--- config.mk ---
export PLATFORM = sky130hd
export DESIGN_NAME = adder_sched_flat
export DESIGN_NICKNAME = d
export VERILOG_FILES = /design/src/rtl/adder_sched_pkg.sv /design/src/rtl/adder_sched_if.sv /design/src/rtl/adder.sv /design/src/rtl/adder_sched.sv /design/src/flat_wrapper.sv
export SDC_FILE = /design/constraint.sdc
export NUM_CORES = 1
export LEC_CHECK = 0
export CORE_MARGIN = 5
export CORE_UTILIZATION = 50
export CTS_BUF_LIST = sky130_fd_sc_hd__clkbuf_8
export DETAILED_ROUTE_END_ITERATION = 7
export MAX_ROUTING_LAYER = met4
export PLACE_DENSITY = 0.88
export SYNTH_ARGS = -nofsm -noshare
export SYNTH_HDL_FRONTEND = slang
export SYNTH_SLANG_ARGS = --single-unit
export TNS_END_PERCENT = 20
--- constraint.sdc ---
create_clock -name Clk -period 11.35 [get_ports Clk]
set_input_delay 2.27 -clock Clk [delete_from_list [all_inputs] [get_ports Clk]]
set_output_delay 2.27 -clock Clk [all_outputs]
set_load 0.01 [all_outputs]
--- src/rtl/adder_sched_pkg.sv ---
// Shared definitions for the round-robin accumulator scheduler: FSM states,
// default sizing and the lowest-set-bit picker used by the arbiter.
`ifndef clkPeriod
`define clkPeriod 10
`endif

package adder_sched_pkg;

    typedef enum logic [1:0] {
        IDLE  = 2'd0,
        CLEAR = 2'd1,
        ACCUM = 2'd2,
        DONE  = 2'd3
    } state_e;

    localparam int DEF_NUM_REQ    = 4;
    localparam int DEF_DATA_WIDTH = 32;
    localparam int DEF_CNT_WIDTH  = 8;

    // Returns {found, index} of the lowest set bit of an up-to-8-bit vector.
    function automatic logic [3:0] first_set8(input logic [7:0] vec);
        logic [3:0] pick;
        pick = 4'b0000;
        for (int i = 7; i >= 0; i--) begin
            pick = vec[i] ? {1'b1, 3'(i)} : pick;
        end
        return pick;
    endfunction

endpackage

--- src/rtl/adder_sched_if.sv ---
// Requester-side bundle of the scheduler: job requests, addend handshakes,
// grant/status and the completion report.
interface adder_sched_if #(
    parameter int NUM_REQ    = 4,
    parameter int DATA_WIDTH = 32,
    parameter int CNT_WIDTH  = 8
);
    localparam int ID_W = $clog2(NUM_REQ);

    logic [NUM_REQ-1:0]            req;
    logic [NUM_REQ*CNT_WIDTH-1:0]  req_len;
    logic [NUM_REQ*DATA_WIDTH-1:0] req_data;
    logic [NUM_REQ-1:0]            req_valid;
    logic [NUM_REQ-1:0]            req_ready;
    logic [NUM_REQ-1:0]            gnt;
    logic                          busy;
    logic                          done;
    logic [ID_W-1:0]               done_id;
    logic [DATA_WIDTH-1:0]         result;

    modport master (
        output req, req_len, req_data, req_valid,
        input  req_ready, gnt, busy, done, done_id, result
    );

    modport slave (
        input  req, req_len, req_data, req_valid,
        output req_ready, gnt, busy, done, done_id, result
    );
endinterface

--- src/rtl/adder.sv ---
// Shared accumulation datapath: a register that adds the addend whenever Add
// is high and wraps modulo 2^DATA_WIDTH.
module adder #(
    parameter int DATA_WIDTH = 32
) (
    input  logic                  Clk,
    input  logic                  Rst,
    input  logic                  Add,
    input  logic [DATA_WIDTH-1:0] addend,
    output logic [DATA_WIDTH-1:0] sum
);

    // Accumulator register, cleared by reset or by the scheduler's clear.
    always_ff @(posedge Clk) begin
        if (Rst) begin
            sum <= {DATA_WIDTH{1'b0}};
        end else if (Add) begin
            sum <= sum + addend;
        end else begin
            sum <= sum;
        end
    end

endmodule

--- src/rtl/adder_sched.sv ---
// Round-robin scheduler that lends the single shared accumulator to one
// requester at a time and reports each finished job's sum.
module adder_sched #(
    parameter int NUM_REQ    = 4,
    parameter int DATA_WIDTH = 32,
    parameter int CNT_WIDTH  = 8
) (
    input logic          Clk,
    input logic          Rst,
    adder_sched_if.slave bus
);
    import adder_sched_pkg::*;

    localparam int ID_W = $clog2(NUM_REQ);

    state_e                state_r, state_s;
    logic [ID_W-1:0]       id_r, last_r, done_id_r, pick_id_s;
    logic [CNT_WIDTH-1:0]  cnt_r, pick_len_s;
    logic [NUM_REQ-1:0]    gnt_r, ready_s, hi_s, lo_s;
    logic                  done_r, clr_s, add_s, pick_found_s;
    logic [3:0]            hi_pick_s, lo_pick_s;
    logic [DATA_WIDTH-1:0] result_r, addend_s, sum_s;

    // Round-robin pick: requesters above last take priority over those at or below it.
    always_comb begin
        hi_s = {NUM_REQ{1'b0}};
        lo_s = {NUM_REQ{1'b0}};
        for (int i = 0; i < NUM_REQ; i++) begin
            hi_s[i] = bus.req[i] & (ID_W'(i) > last_r);
            lo_s[i] = bus.req[i] & ~(ID_W'(i) > last_r);
        end
        hi_pick_s    = first_set8(8'(hi_s));
        lo_pick_s    = first_set8(8'(lo_s));
        pick_found_s = hi_pick_s[3] | lo_pick_s[3];
        pick_id_s    = hi_pick_s[3] ? ID_W'(hi_pick_s[2:0]) : ID_W'(lo_pick_s[2:0]);
    end

    assign pick_len_s = bus.req_len[pick_id_s*CNT_WIDTH +: CNT_WIDTH];
    assign addend_s   = bus.req_data[id_r*DATA_WIDTH +: DATA_WIDTH];

    // Next-state and datapath controls for the job sequence.
    always_comb begin
        state_s = state_r;
        clr_s   = 1'b0;
        add_s   = 1'b0;
        ready_s = {NUM_REQ{1'b0}};
        case (state_r)
            IDLE: begin
                if (pick_found_s) state_s = CLEAR;
                else              state_s = IDLE;
            end
            CLEAR: begin
                clr_s = 1'b1;
                if (cnt_r != {CNT_WIDTH{1'b0}}) state_s = ACCUM;
                else                            state_s = DONE;
            end
            ACCUM: begin
                ready_s = NUM_REQ'(1'b1) << id_r;
                add_s   = bus.req_valid[id_r];
                if (add_s && (cnt_r == CNT_WIDTH'(1'b1))) state_s = DONE;
                else                                      state_s = ACCUM;
            end
            DONE:    state_s = IDLE;
            default: state_s = IDLE;
        endcase
    end

    // State register plus job bookkeeping and registered outputs.
    always_ff @(posedge Clk) begin
        if (Rst) begin
            state_r   <= IDLE;
            id_r      <= {ID_W{1'b0}};
            last_r    <= ID_W'(NUM_REQ - 1);
            cnt_r     <= {CNT_WIDTH{1'b0}};
            gnt_r     <= {NUM_REQ{1'b0}};
            done_r    <= 1'b0;
            done_id_r <= {ID_W{1'b0}};
            result_r  <= {DATA_WIDTH{1'b0}};
        end else begin
            state_r <= state_s;
            done_r  <= 1'b0;
            case (state_r)
                IDLE: begin
                    if (pick_found_s) begin
                        id_r   <= pick_id_s;
                        last_r <= pick_id_s;
                        cnt_r  <= pick_len_s;
                        gnt_r  <= NUM_REQ'(1'b1) << pick_id_s;
                    end
                end
                ACCUM: begin
                    if (add_s) cnt_r <= cnt_r - CNT_WIDTH'(1'b1);
                end
                DONE: begin
                    result_r  <= sum_s;
                    done_r    <= 1'b1;
                    done_id_r <= id_r;
                    gnt_r     <= {NUM_REQ{1'b0}};
                end
                default: begin
                end
            endcase
        end
    end

    adder #(.DATA_WIDTH(DATA_WIDTH)) u_adder (
        .Clk    (Clk),
        .Rst    (Rst | clr_s),
        .Add    (add_s),
        .addend (addend_s),
        .sum    (sum_s)
    );

    assign bus.req_ready = ready_s;
    assign bus.gnt       = gnt_r;
    assign bus.busy      = (state_r != IDLE);
    assign bus.done      = done_r;
    assign bus.done_id   = done_id_r;
    assign bus.result    = result_r;

endmodule

--- src/flat_wrapper.sv ---
// flat-port wrapper written by rule: the top's interface ports become plain ports
module adder_sched_flat import adder_sched_pkg::*;
#(
    parameter int NUM_REQ    = 4,
    parameter int DATA_WIDTH = 32,
    parameter int CNT_WIDTH  = 8
)
  (Clk, Rst, bus_req, bus_req_len, bus_req_data, bus_req_valid, bus_req_ready, bus_gnt, bus_busy, bus_done, bus_done_id, bus_result);
  adder_sched_if #(.NUM_REQ(NUM_REQ), .DATA_WIDTH(DATA_WIDTH), .CNT_WIDTH(CNT_WIDTH)) bus_i ();
  input logic Clk;
  input logic Rst;
  input wire logic [$bits(bus_i.req)-1:0] bus_req;
  input wire logic [$bits(bus_i.req_len)-1:0] bus_req_len;
  input wire logic [$bits(bus_i.req_data)-1:0] bus_req_data;
  input wire logic [$bits(bus_i.req_valid)-1:0] bus_req_valid;
  output wire logic [$bits(bus_i.req_ready)-1:0] bus_req_ready;
  output wire logic [$bits(bus_i.gnt)-1:0] bus_gnt;
  output wire logic [$bits(bus_i.busy)-1:0] bus_busy;
  output wire logic [$bits(bus_i.done)-1:0] bus_done;
  output wire logic [$bits(bus_i.done_id)-1:0] bus_done_id;
  output wire logic [$bits(bus_i.result)-1:0] bus_result;
  assign bus_i.req = bus_req;
  assign bus_i.req_len = bus_req_len;
  assign bus_i.req_data = bus_req_data;
  assign bus_i.req_valid = bus_req_valid;
  assign bus_req_ready = bus_i.req_ready;
  assign bus_gnt = bus_i.gnt;
  assign bus_busy = bus_i.busy;
  assign bus_done = bus_i.done;
  assign bus_done_id = bus_i.done_id;
  assign bus_result = bus_i.result;
  adder_sched #(.NUM_REQ(NUM_REQ), .DATA_WIDTH(DATA_WIDTH), .CNT_WIDTH(CNT_WIDTH)) u_core (.Clk(Clk), .Rst(Rst), .bus(bus_i));
endmodule
# After elaboration in Yosys (flattened, before gate mapping)
# Cells that the tools add are included.
[classes]
addsub = 2
n_lt_le_gt_ge = 5
eq_ne = 6
shift = 4
mux = 24
bitwise_logic = 14
n_reduce_logical = 9
[ops]
columns = ["cell", "count"]
rows = [
  ["$shiftx A128 B8 Y32", 1],
  ["$mux W4", 10],
  ["$add A32 B32 Y32", 1],
  ["$shiftx A32 B6 Y8", 1],
  ["$mux W8", 2],
  ["$pmux W8 S2", 1],
  ["$and A1 B1 Y1", 8],
  ["$eq A8 B1 Y1 const B", 1],
  ["$pmux W2 S4", 1],
  ["$pmux W4 S2", 1],
  ["$reduce_bool A8 Y1", 1],
  ["$shl A1 B2 Y4 const A", 2],
  ["$sub A8 B1 Y8 const B", 1],
  ["$mux W1", 7],
  ["$reduce_bool A2 Y1", 3],
  ["$eq A2 B2 Y1 const B", 2],
  ["$gt A1 B2 Y1 const A", 2],
  ["$gt A2 B2 Y1 const A", 2],
  ["$ne A2 B1 Y1 const B", 2],
  ["$not A1 Y1", 4],
  ["$reduce_and A2 Y1", 2],
  ["$lt A2 B3 Y1 const B", 1],
  ["$reduce_and A3 Y1", 1],
  ["$bmux W1 S2", 1],
  ["other kinds (5)", 6],
]
[word_totals]
register_bits = 85
in_bits = 170
out_inout_bits = 44
word_cells = 73

# Logic depth before layout (Yosys ltp)
[depth]
depth_word = 11
depth_mapped = 15
depth_no_buf = 12

# Hierarchy
# A second synthesis with hierarchy kept.
[hier_totals]
cells_unflattened = 693
area_unflattened_um2 = 6384.9
[by_module_without_submodules]
columns = ["mod", "instances", "cells_per_inst", "area_per_inst_um2", "seq_area_each_um2"]
rows = [
  ["adder_sched", 1, 319, 3377.0, 1061.0],
  ["adder", 1, 374, 3007.9, 640.6],
]

# Worst setup path before layout
# OpenSTA, ideal clock, no wires.
[synth_timing]
path_kind = "input-to-reg"
start = "input bus_req_data[96]"
end = "register u_core.u_adder.sum[30]"
setup_ns = 0.118
arrival_ns = 4.867
required_ns = 11.232
slack_ns = 6.365
cell_stages = 12
path_buffers = 0
path_cell_list = "mux4_2 -> ha_1 -> fa_1 -> a21o_1 -> a221oi_2 -> or4b_1 -> nand4_1 -> o211ai_2 -> o31ai_4 -> o31ai_1 -> xor2_1 -> o21ai_1"
[synth_via]
elab_chain_len = 2
[synth_lines]
columns = ["element", "line", "source"]
rows = [
  ["start, declared", "flat_wrapper.sv:14", "input wire logic [$bits(bus_i.req_data)-1:0] bus_req_data;"],
  ["$shiftx A128 B8 Y32", "adder_sched.sv:39", "assign addend_s = bus.req_data[id_r*DATA_WIDTH +: DATA_WIDTH];"],
  ["$add A32 B32 Y32", "adder.sv:18", "sum <= sum + addend;"],
  ["end signal, assigned", "adder.sv:16", "sum <= {DATA_WIDTH{1'b0}};"],
  ["end signal, assigned", "adder.sv:18", ""],
  ["end signal, assigned", "adder.sv:20", "sum <= sum;"],
  ["end, declared", "adder.sv:10", "output logic [DATA_WIDTH-1:0] sum"],
]
# Every way passes these cells.
# A chain may end at the register's enable or synchronous reset.

# Final worst setup path
[layout_timing]
start = "input bus_req_data[100]"
end = "register u_core.u_adder.sum[25]"
# The elaborated chain is that of the path after synthesis.

==> results.toml <==
[grt]
grt_pass1_vias = 5988
antenna_found_initial = 0
grt_max_degree = 56
grt_pass1_wl_mm = 28.3
grt_usage = 0.252
overflow = 0

[synth]
synth-edff-count = 0
synthCells = 671
syn-mean-instance-area_um2 = 8.82
ys.flop_type = "dfxtp_1"
ys_types = 57
yosysWarnings = 0
synth_seq_cells = 85
syn_area_mm2 = 0.00592
async_reset_ff_frac = 0
syn-num-nets = 880
seq_area_frac_synth = 0.288

[setup_path]
cp.arrival_ns = 5.63
crit_fanout = 5
worst_setup_path_end_kind = "flop"
worst_setup_path_start_kind = "input pin"
worst_ep_required_time_ns = 11.58
critPathKind = "in2reg"

[clocking]
postCtsResizedCells = 0
h-tree-depth = 3
tritoncts = "built"
clock_latency_ns = 0.38
clockBufferDepth = 2
clk_pin_slew_ns = 0.08
cts_buffers = 9
cts-root-buf = "clkbuf_8"
cts_hold_buf = 0
clock-sinks = 85
cts_setup_buffers = 0

[route]
drc = 0
drtIter0Drc = 227
vias = 5887
vias_per_cell = 5.86
routedWlPerCell_um = 17.5
ant_nets = 0
first_pass_iters = 5
wirelength_mm = 17.5

[floorplan]
die-area_mm2 = 0.0141
rows = 39
die_h_um = 119
die_w_um = 119
core_mm2 = 0.0115
ios = 214
start_util = 0.514

[timing]
rsz0062_at_grt = "false"
fin_setup_tns_ns = 0
clock.fmax_ghz = 0.185
max_slew.worst_pin.slew_ns = 1.16
layout_setup_ws_ns = 5.95
drv_slew = 0
fin_crit_sh = 0.476
finalHoldViolCount = 0
hold_slack_ns = 0.478
fin_skew_ns = 0.0151
min_period_ns = 5.40
slew_headroom = 0.221
setup_viol_count_final = 0

[pwr]
leakage_uw = 0.00312
p_total_uw = 1170
seqPwrFrac = 0.317
p_sw_frac = 0.382
p_sw_uw = 446
p_per_area_mw_per_mm2 = 140
clock_power_share = 0.213
ir_worst_vdd_mv = 0.0773
internal-power_uw = 720
pwr-share-comb = 0.469

[place]
portBuffers = 213
postPlaceCellArea_mm2 = 0.00810
dpl.hpwl_mm = 13.5
post-place-ws_ns = 5.59
gp_congestion = 0.920

[cells_and_area]
fillers = 852
antenna_cells = 0
stdcell_area_mm2 = 0.00832
drive_gt1_frac = 0.0859
syn2layout_area_growth_pct = 40.7
final_nets = 1065
layout_commonest_cell = "clkdlybuf4s50_1"
layout_common_cells = "clkdlybuf4s50_1 (212), dfxtp_1 (83), nand2_1 (80)"

[min_path]
hold_path_class = "reg2reg"

[outcome]
outcome = "finished clean"

[flow_run]
maxCapViolations = 0
logic make-up (layout without fill, tap and decap cells):
kind of cell    count (synthesis)  in the layout  share of synthesized area
mux                            81             81                      0.206
flops                          85             85                      0.288
xor+xnor                       26             26                     0.0385
compound gates                168            168                      0.182
buf+inv                        54            244                     0.0359
fa+ha+maj                      39             39                     0.0837
simple gates                  218            218                      0.167
sequential cells by signal, indices dropped and copies added, names as in the netlist:
signal              count
u_core.bus.done         1
u_core.bus.result      32
u_core.cnt_r            8
u_core.last_r           2
u_core.bus.gnt          4
u_core.id_r             2
u_core.state_r          2
u_core.bus.done_id      2
u_core.u_adder.sum     32
cell type report:
cell class                      instances  area, µm²  share of cell area
Clock inverter                          7        103              0.0123
Clock buffer                            9        124              0.0149
Sequential cell                        85       1700               0.205
Tap cell                              143        179              0.0215
Timing Repair Buffer                  217       2160               0.259
Multi-Input combinational cell        532       4020               0.482
Inverter                               11       41.3             0.00496
critical path, cell delays in order:
cell,delay [ns]
clkdlybuf4s50_1,0.42
mux4_2,0.49
ha_1,0.37
a21o_1,0.22
a31o_2,0.24
o21ai_1,0.24
o211ai_1,0.24
a31o_2,0.36
a21o_1,0.21
a31oi_1,0.22
mux2i_1,0.24
a21oi_1,0.10
stage by stage:
step,utilization,std cells
floorplan,-,671
global placement,0.703,988
detailed placement,0.703,988
CTS,0.723,1004
global route,0.723,1004
finish,0.723,1004
per-layer routing:
metal,vias to the layer above,GRT usage,wire (µm)
li1,2820,-,-
met2,270,0.448,9180
met1,2761,0.276,6550
met4,0,0.106,501
met5,-,-,0
met3,36,0.0478,1300
Yosys cell counts (6+ instances only):
library cell | instances | area (µm²)
a211oi_1 | 16 | 120
a21o_1 | 8 | 60.1
a21oi_1 | 68 | 340
and3_1 | 7 | 43.8
and4_1 | 7 | 61.3
buf_1 | 6 | 22.5
buf_2 | 7 | 35.0
clkbuf_1 | 29 | 109
dfxtp_1 | 85 | 1700
ha_1 | 38 | 475
inv_1 | 11 | 41.3
mux2i_1 | 45 | 450
mux4_2 | 32 | 721
nand2_1 | 80 | 300
nand2b_1 | 6 | 37.5
nand3_1 | 13 | 65.1
nor2_1 | 69 | 259
nor2b_1 | 12 | 75.1
nor3_1 | 7 | 35.0
nor4_1 | 6 | 37.5
o21ai_0 | 23 | 115
xnor2_1 | 15 | 131
xor2_1 | 11 | 96.3
path summary, 6_finish.rpt:
path                               start                     end  slack [ns]  depth (start not counted)
setup / recovery       bus_req_data[100]  u_core.u_adder.sum[25]        5.95                         12
hold / removal    u_core.u_adder.sum[24]  u_core.u_adder.sum[24]        0.48                          2
setup reg to reg          u_core.id_r[0]  u_core.u_adder.sum[30]        7.07                         13
hold reg to reg   u_core.u_adder.sum[24]  u_core.u_adder.sum[24]        0.48                          2
power by group through the flow:
stage / Clock, µW / Combinational, µW / Sequential [µW]
floorplan: 0 / 402 / 354
global placement: 0 / 524 / 372
detailed placement: 0 / 541 / 376
CTS: 250 / 546 / 369
global route: 262 / 605 / 374
finish: 249 / 547 / 370
(Power assumes the default switching activity.)
